**config.mk**
```make
export PLATFORM = sky130hd
export DESIGN_NAME = div_sched
export DESIGN_NICKNAME = d
export VERILOG_FILES = /design/src/rtl/div_sched.sv
export SDC_FILE = /design/constraint.sdc
export NUM_CORES = 1
export LEC_CHECK = 0
export BUFFER_PORTS_ARGS = -buffer_cell sky130_fd_sc_hd__buf_2
export CAP_MARGIN = 20
export CORE_AREA = 2 2 121 123
export DETAILED_ROUTE_END_ITERATION = 10
export DIE_AREA = 0 0 123 125
export GPL_ROUTABILITY_DRIVEN = 0
export PLACE_DENSITY = 0.74
export SYNTH_ARGS = -nofsm -noshare
export SYNTH_HDL_FRONTEND = slang
export SYNTH_SLANG_ARGS = --single-unit
```
**constraint.sdc**
```tcl
create_clock -name clk -period 1.7 [get_ports clk]
set_clock_uncertainty 0.1 [all_clocks]
set_input_delay 0.085 -clock clk [delete_from_list [all_inputs] [get_ports clk]]
set_output_delay 0.085 -clock clk [all_outputs]
set_load 0.01 [all_outputs]
```
**src/rtl/div_sched.sv**
```systemverilog
// div_sched: multi-cycle divide scheduler for the EX stage.
// Accepts one div.w/div.wu/mod.w/mod.wu request at a time. The latched
// operands are steered to the signed or unsigned divider IP over
// AXI-Stream, and the quotient or remainder is captured. The result is
// held until EX consumes it. A flush while the IP is busy drains the IP
// and drops the result.
// Optional feature: define DIV_ZERO_BYPASS_EN to answer a zero divisor
// locally (IDLE->HOLD) without touching either IP.

module div_sched (
  input  logic        clk,
  input  logic        resetn,
  // request side (EX)
  input  logic        i_req_valid,
  output logic        o_req_ready,
  input  logic [3:0]  i_req_op,
  input  logic [31:0] i_req_src1,
  input  logic [31:0] i_req_src2,
  input  logic        i_flush,
  output logic        o_busy,
  // response side (EX)
  output logic        o_resp_valid,
  input  logic        i_resp_ready,
  output logic [31:0] o_resp_result,
  // operand streams, shared data for both IPs
  output logic [31:0] o_dvd_tdata,
  output logic [31:0] o_dvs_tdata,
  // signed IP
  output logic        o_s_dvd_tvalid,
  output logic        o_s_dvs_tvalid,
  input  logic        i_s_dvd_tready,
  input  logic        i_s_dvs_tready,
  // unsigned IP
  output logic        o_u_dvd_tvalid,
  output logic        o_u_dvs_tvalid,
  input  logic        i_u_dvd_tready,
  input  logic        i_u_dvs_tready,
  // IP results: {quotient, remainder}, no back-pressure
  input  logic        i_s_out_tvalid,
  input  logic        i_u_out_tvalid,
  input  logic [63:0] i_s_out_tdata,
  input  logic [63:0] i_u_out_tdata
);

  typedef enum logic [1:0] {
    ST_IDLE  = 2'd0,
    ST_ISSUE = 2'd1,
    ST_WAIT  = 2'd2,
    ST_HOLD  = 2'd3
  } state_t;

  state_t      r_state;
  logic        r_sel_signed;
  logic        r_sel_rem;
  logic [31:0] r_dvd;
  logic [31:0] r_dvs;
  logic        r_dvd_sent;
  logic        r_dvs_sent;
  logic        r_discard;
  logic [31:0] r_resp_result;

  logic        w_accept;
  logic        w_req_signed;
  logic        w_req_rem;
  logic        w_dvd_tvalid;
  logic        w_dvs_tvalid;
  logic        w_dvd_tready;
  logic        w_dvs_tready;
  logic        w_dvd_fire;
  logic        w_dvs_fire;
  logic        w_dvd_done;
  logic        w_dvs_done;
  logic        w_out_tvalid;
  logic [63:0] w_out_tdata;
  logic [31:0] w_out_pick;
  logic        w_drop;

  // Request side handshake and op decode. Decode only ever sends a
  // one-hot op, so "signed" can equally be written as "not an unsigned
  // op"; the combined form keeps every op bit meaningful.
  assign o_req_ready  = (r_state == ST_IDLE) & ~i_flush;
  assign w_accept     = i_req_valid & o_req_ready;
  assign w_req_signed = (i_req_op[0] | i_req_op[2]) & ~(i_req_op[1] | i_req_op[3]);
  assign w_req_rem    = i_req_op[2] | i_req_op[3];

  // Operand channels: each channel keeps tvalid up until its own
  // handshake, independent of the other channel and of flush.
  assign w_dvd_tvalid = (r_state == ST_ISSUE) & ~r_dvd_sent;
  assign w_dvs_tvalid = (r_state == ST_ISSUE) & ~r_dvs_sent;
  assign w_dvd_tready = r_sel_signed ? i_s_dvd_tready : i_u_dvd_tready;
  assign w_dvs_tready = r_sel_signed ? i_s_dvs_tready : i_u_dvs_tready;
  assign w_dvd_fire   = w_dvd_tvalid & w_dvd_tready;
  assign w_dvs_fire   = w_dvs_tvalid & w_dvs_tready;
  assign w_dvd_done   = r_dvd_sent | w_dvd_fire;
  assign w_dvs_done   = r_dvs_sent | w_dvs_fire;

  assign o_s_dvd_tvalid = w_dvd_tvalid & r_sel_signed;
  assign o_s_dvs_tvalid = w_dvs_tvalid & r_sel_signed;
  assign o_u_dvd_tvalid = w_dvd_tvalid & ~r_sel_signed;
  assign o_u_dvs_tvalid = w_dvs_tvalid & ~r_sel_signed;
  assign o_dvd_tdata    = r_dvd;
  assign o_dvs_tdata    = r_dvs;

  // Result side: only the selected IP is listened to.
  assign w_out_tvalid = r_sel_signed ? i_s_out_tvalid : i_u_out_tvalid;
  assign w_out_tdata  = r_sel_signed ? i_s_out_tdata  : i_u_out_tdata;
  assign w_out_pick   = r_sel_rem ? w_out_tdata[31:0] : w_out_tdata[63:32];
  // A flush arriving in the same cycle as the result still cancels it.
  assign w_drop       = r_discard | i_flush;

  assign o_busy        = (r_state != ST_IDLE);
  assign o_resp_valid  = (r_state == ST_HOLD);
  assign o_resp_result = r_resp_result;

  // Scheduler FSM: latches the request, drives the issue handshakes,
  // captures the IP result and holds it until EX takes it or flushes.
  always_ff @(posedge clk) begin
    if (!resetn) begin
      r_state       <= ST_IDLE;
      r_sel_signed  <= 1'b0;
      r_sel_rem     <= 1'b0;
      r_dvd         <= 32'd0;
      r_dvs         <= 32'd0;
      r_dvd_sent    <= 1'b0;
      r_dvs_sent    <= 1'b0;
      r_discard     <= 1'b0;
      r_resp_result <= 32'd0;
    end else begin
      case (r_state)
        ST_IDLE: begin
          if (w_accept) begin
            r_sel_signed <= w_req_signed;
            r_sel_rem    <= w_req_rem;
            r_dvd        <= i_req_src1;
            r_dvs        <= i_req_src2;
            r_dvd_sent   <= 1'b0;
            r_dvs_sent   <= 1'b0;
            r_discard    <= 1'b0;
`ifdef DIV_ZERO_BYPASS_EN
            if (i_req_src2 == 32'd0) begin
              r_resp_result <= w_req_rem ? i_req_src1 : 32'hFFFF_FFFF;
              r_state       <= ST_HOLD;
            end else begin
              r_state       <= ST_ISSUE;
            end
`else
            r_state      <= ST_ISSUE;
`endif
          end
        end
        ST_ISSUE: begin
          if (w_dvd_fire) begin
            r_dvd_sent <= 1'b1;
          end
          if (w_dvs_fire) begin
            r_dvs_sent <= 1'b1;
          end
          if (i_flush) begin
            r_discard <= 1'b1;
          end
          if (w_dvd_done && w_dvs_done) begin
            r_state <= ST_WAIT;
          end
        end
        ST_WAIT: begin
          if (i_flush) begin
            r_discard <= 1'b1;
          end
          if (w_out_tvalid) begin
            r_resp_result <= w_out_pick;
            r_state       <= w_drop ? ST_IDLE : ST_HOLD;
          end
        end
        ST_HOLD: begin
          if (i_resp_ready || i_flush) begin
            r_state <= ST_IDLE;
          end
        end
        default: begin
          r_state <= ST_IDLE;
        end
      endcase
    end
  end

endmodule

```
Yosys cells after proc, flatten, opt, wreduce, memory -nomap -nowiden
Index checks and enable logic that the tools add are counted.

word-level totals
  register bits after elaboration = 103
  input bits = 207
  output and inout bits = 103
  logic and storage cells = 72

cells by class
  equality and inequality tests = 10
  multiplexer cells = 18
  bitwise operators = 22
  reductions and logical operators = 13

operators by type and width
  operator            count
  $mux 64             1
  $mux 32             1
  $and 1x1->1         11
  $mux 2              5
  $reduce_and 3->1    3
  $ne 2x2->1 const B  4
  $pmux 2 s4          1
  $mux 1              7
  $ne 2x1->1 const B  3
  $or 1x1->1          6
  $pmux 1 s2          3
  $reduce_bool 2->1   3
  $not 1->1           5
  $eq 2x2->1 const B  2
  $reduce_and 2->1    2
  $reduce_and 4->1    1
  $eq 2x1->1 const B  1
  $logic_not 2->1     1
  $reduce_or 2->1     1
  $logic_and 1x1->1   1
  $logic_or 1x1->1    1

Logic depth before layout (Yosys ltp)
  word-level depth = 7
  mapped depth = 8

Worst setup path after synthesis
OpenSTA, ideal clock, no wires.

  path kind = flip-flop to flip-flop
  from = register r_state[0]
  to = register r_dvd[24] (netlist: o_dvd_tdata[24])
  setup time = 70 ps
  arrival time = 1612 ps
  required time = 1530 ps
  setup slack = -82 ps
  cell stages (with the launch flop) = 9
  buffers on the path = 2
  period minus slack after synthesis = 1782 ps
  cells stage by stage = dfxtp_1 -> inv_1 -> ha_1 -> and2b_1 -> nand2_1 -> buf_2 -> buf_2 -> nand2_1 -> a21oi_1

on the way
  word-level cells in the longest chain between the ends = 4

ends and longest elaborated chain
  item                        line  RTL
  start: declaration          52    state_t r_state;
  start signal: assignment    171   r_state <= w_drop ? ST_IDLE : ST_HOLD;
  $logic_not 2->1             81    assign o_req_ready = (r_state == ST_IDLE) & ~i_flush;
  $and 1x1->1                 81
  named net o_req_ready       15    output logic o_req_ready,
  $and 1x1->1                 82    assign w_accept = i_req_valid & o_req_ready;
  $reduce_and 2->1 (no line)  n/a
  end signal: assignment      134   r_dvd <= i_req_src1;
  end: declaration            55    logic [31:0] r_dvd;

The timed path passes the listed nets, and every way through them passes these cells.
A chain may end at the register's enable or synchronous reset.

Final worst setup path
  from = register r_state[1]
  to = output port o_s_dvs_tvalid

on the way
  word-level cells in the longest chain between the ends = 3

ends and longest elaborated chain
  item              line  RTL
  $eq 2x1->1        89    assign w_dvs_tvalid = (r_state == ST_ISSUE) & ~r_dvs_sent;
  $and 1x1->1       89
  $and 1x1->1       98    assign o_s_dvs_tvalid = w_dvs_tvalid & r_sel_signed;
  end: declaration  30    output logic o_s_dvs_tvalid,

Every way passes these cells.

==> results.yml <==
setup_path:
  crit_fanout: 3
  rr_worst_depth: 8
  critPathCaptureType: "primary output"
  r2r_end: "o_dvd_tdata[1]"
  cp_common_cell: "buf_4"
  ff2ff_setup_slack_ps: 60
  cp_slowest_cell: "dfxtp_2"
  startpoint_type: "register"
  crit_type: "register to primary output"
  required_ps: 1510
  crit_chain: "inv_2, ha_2, nor2b_4, buf_4, and2_4, buf_4"
  max_stage_delay_ps: 330
  arrival_ps: 1460
  path_delay_family: "flip-flops"
  crit_buf_inv: 3
  worstReg2RegStart: "r_state[0]"
floorplan:
  initial_core_util: 0.320
  die_h_um: 125
  dieArea_um2: 15400
  die_x_um: 123
  rows: 44
  io_pins: 310
  core-area_um2: 14200
cts:
  cts_htree_levels: 3
  cts-root-buf: "clkbuf_16"
  cts_tree: "yes"
  clkLatencyLatePin_ps: 350
  postCtsSetupBuffers: 0
  clkTransAtPathRegs_ps: 80
  clockBufferDepth: 2
  cts.sinks: 103
  cts_buffers: 9
placement:
  pre_cts_ws_ps: 20.8
  hpwl_um: 11800
  io_buffer_count: 309
synth:
  ys_seq_area_frac: 0.454
  synth_edf_count: 0
  yosys_most_used_dff: "dfxtp_1"
  synth_warnings: 0
  synth_top_area_frac: 0.454
  synth_area_leader_cell: "dfxtp_1"
  synth-seq-cells: 103
  yosys.cell_types.count: 32
  synthCells: 515
  synth-async-reset-ratio: 0
  avgSynthCellArea_um2: 8.82
  synth_area_um2: 4540
  yosys-top-cells-area: "dfxtp_1 45%, nand2_1 16%, mux4_2 16%, a21oi_1 11%, buf_2 1.7%"
  synth_fp_nets: 727
timing:
  fin_crit_ps: 1650
  setup_ws_ps: 54.4
  relSlewSlack: 0.787
  fmax_ghz: 0.608
  final_hold_viol_count: 0
  whs_ps: 73.3
  worst_pin_slew_ps: 319
  maxSlewViolCount: 0
  setup_violations: 0
  rsz0062_at_grt: "true"
  finalCritPeriodShare: 0.968
detailed_routing:
  drtAntennaViolNets: 0
  first_iter_violations: 207
  firstDrtPassIters: 4
  vias_per_cell: 4.82
  vias: 5210
  avgRoutedWirePerCell_um: 16.3
  drc: 0
  wirelength_um: 17600
finish:
  drive_gt1_frac: 0.459
  areaGrowthSynthToFinish_pct: 68.4
  final_nets: 1104
  antenna_cells: 0
pwr:
  p_int_mw: 5.00
  p_sw_mw: 2.33
  total_power_mw: 7.32
  clockPowerShare: 0.276
  peakVddDrop_v: 0.000717
  p_leak_nw: 3.46
  seq_power_share: 0.383
  switching_share: 0.318
  p_per_area_nw_per_um2: 957
  power_frac_comb: 0.341
hold_path:
  holdCritStartpoint: "resetn"
  hp-class: "input pin to register"
  whs_path_depth: 3
  hold_path_end: "o_dvs_tdata[31]"
global_route:
  grt_use_total: 0.217
  antenna_found_initial: 0
  grt_pass1_wl_um: 25900
  grt_pass1_vias: 5283
  grt_max_degree: 45
  grt.overflow.total: 0
run_status:
  status: "completed"
run:
  max-cap-violations: 0
## synth_stat cells (all sizes together), types with 2 or more instances
master / count
nor3: 3
mux2i: 3
mux4: 32
and2: 2
buf: 20
nand2: 196
clkbuf: 20
a21oi: 101
a22oi: 3
a311oi: 2
ha: 5
inv: 6
nand2b: 2
nor2b: 2
nor2: 4
dfxtp: 103
## worst max-delay path by stage
| stage | start | end | depth (start not counted) |
|---|---|---|---|
| floorplan | r_state[0] | o_dvs_tdata[16] | 8 |
| global placement | r_state[1] | r_state[1] | 7 |
| detailed placement | r_state[1] | r_state[1] | 7 |
| CTS | r_sel_signed | o_u_dvd_tvalid | 3 |
| global route | r_state[0] | o_dvd_tdata[1] | 8 |
| finish | r_state[1] | o_s_dvs_tvalid | 6 |
## power groups by stage
| stage | combinational [mW] | clock [mW] | sequential (mW) |
|---|---|---|---|
| finish | 2.50 | 2.02 | 2.81 |
| global route | 2.71 | 2.17 | 2.84 |
| CTS | 2.27 | 2.11 | 2.80 |
| detailed placement | 2.10 | 0 | 2.85 |
| global placement | 2.08 | 0 | 2.84 |
| floorplan | 1.03 | 0 | 2.94 |
## routing by layer
| layer | vias to the layer above | global-route usage | wire length (um) |
|---|---|---|---|
| li1 | 2509 | - | - |
| met1 | 2405 | 0.227 | 6280 |
| met2 | 264 | 0.396 | 9110 |
| met3 | 32 | 0.0748 | 1880 |
| met4 | 0 | 0.0749 | 368 |
| met5 | - | 0 | 0 |
## worst min-delay path, cell delays in order
cell and delay [ps]:
buf_2 100, clkinv_2 240, a21oi_2 50
## flip-flops by register name, summed over array words and instances (netlist names)
register,flops
r_discard,1
r_dvd_sent,1
o_dvs_tdata,32
o_resp_result,32
r_state,2
o_dvd_tdata,32
r_sel_rem,1
r_dvs_sent,1
r_sel_signed,1
## kinds of logic (layout without fill, tap and decap cells)
group	after synthesis	count (layout)	synth area share
AND/OR/NAND/NOR	216	216	0.189
adder cells (fa/ha/maj)	5	5	0.0138
multiplexers	35	35	0.168
flip-flops	103	103	0.454
buffers and inverters	46	428	0.0498
AO/OA/AOI/OAI	110	110	0.126
## layout make-up
cell class / instances / area [um^2]
flip-flops and latches: 103 / 2070
repair buffers: 406 / 2700
fillers: 1259 / 6550
clock inverters: 6 / 50.0
clock buffers: 10 / 239
inverters: 6 / 23.8
multi-input cells: 366 / 2340
well taps: 184 / 230
## metrics by stage
| step | cells | utilization | instance area (um^2) | setup TNS, ps |
|---|---|---|---|---|
| floorplan | 515 | - | 4550 | 0 |
| global placement | 991 | 0.453 | 6440 | 0 |
| detailed placement | 991 | 0.453 | 6440 | 0 |
| CTS | 1076 | 0.525 | 7460 | -19.5 |
| global route | 1081 | 0.539 | 7650 | -52.0 |
| finish | 1081 | 0.539 | 7650 | 0 |
## what timing repair did
item / in CTS / in global routing
resized for setup: 8 / 20
endpoints found under the hold margin: 67 / 0
endpoints found under the setup margin: 4 / 68
hold buffers: 68 / 0
cloned: 1 / 5
pin swaps: 1 / 4
## cell usage in the layout, fill, tap and decap left out, types with 4 or more instances in the layout
cell / n
mux4_2: 32
a21oi_2: 5
a21oi_1: 96
clkbuf_16: 14
buf_12: 11
dlygate4sd3_1: 68
buf_4: 12
nand2_1: 194
ha_1: 4
dfxtp_1: 100
buf_2: 307
Power figures use the tool's default switching activity.
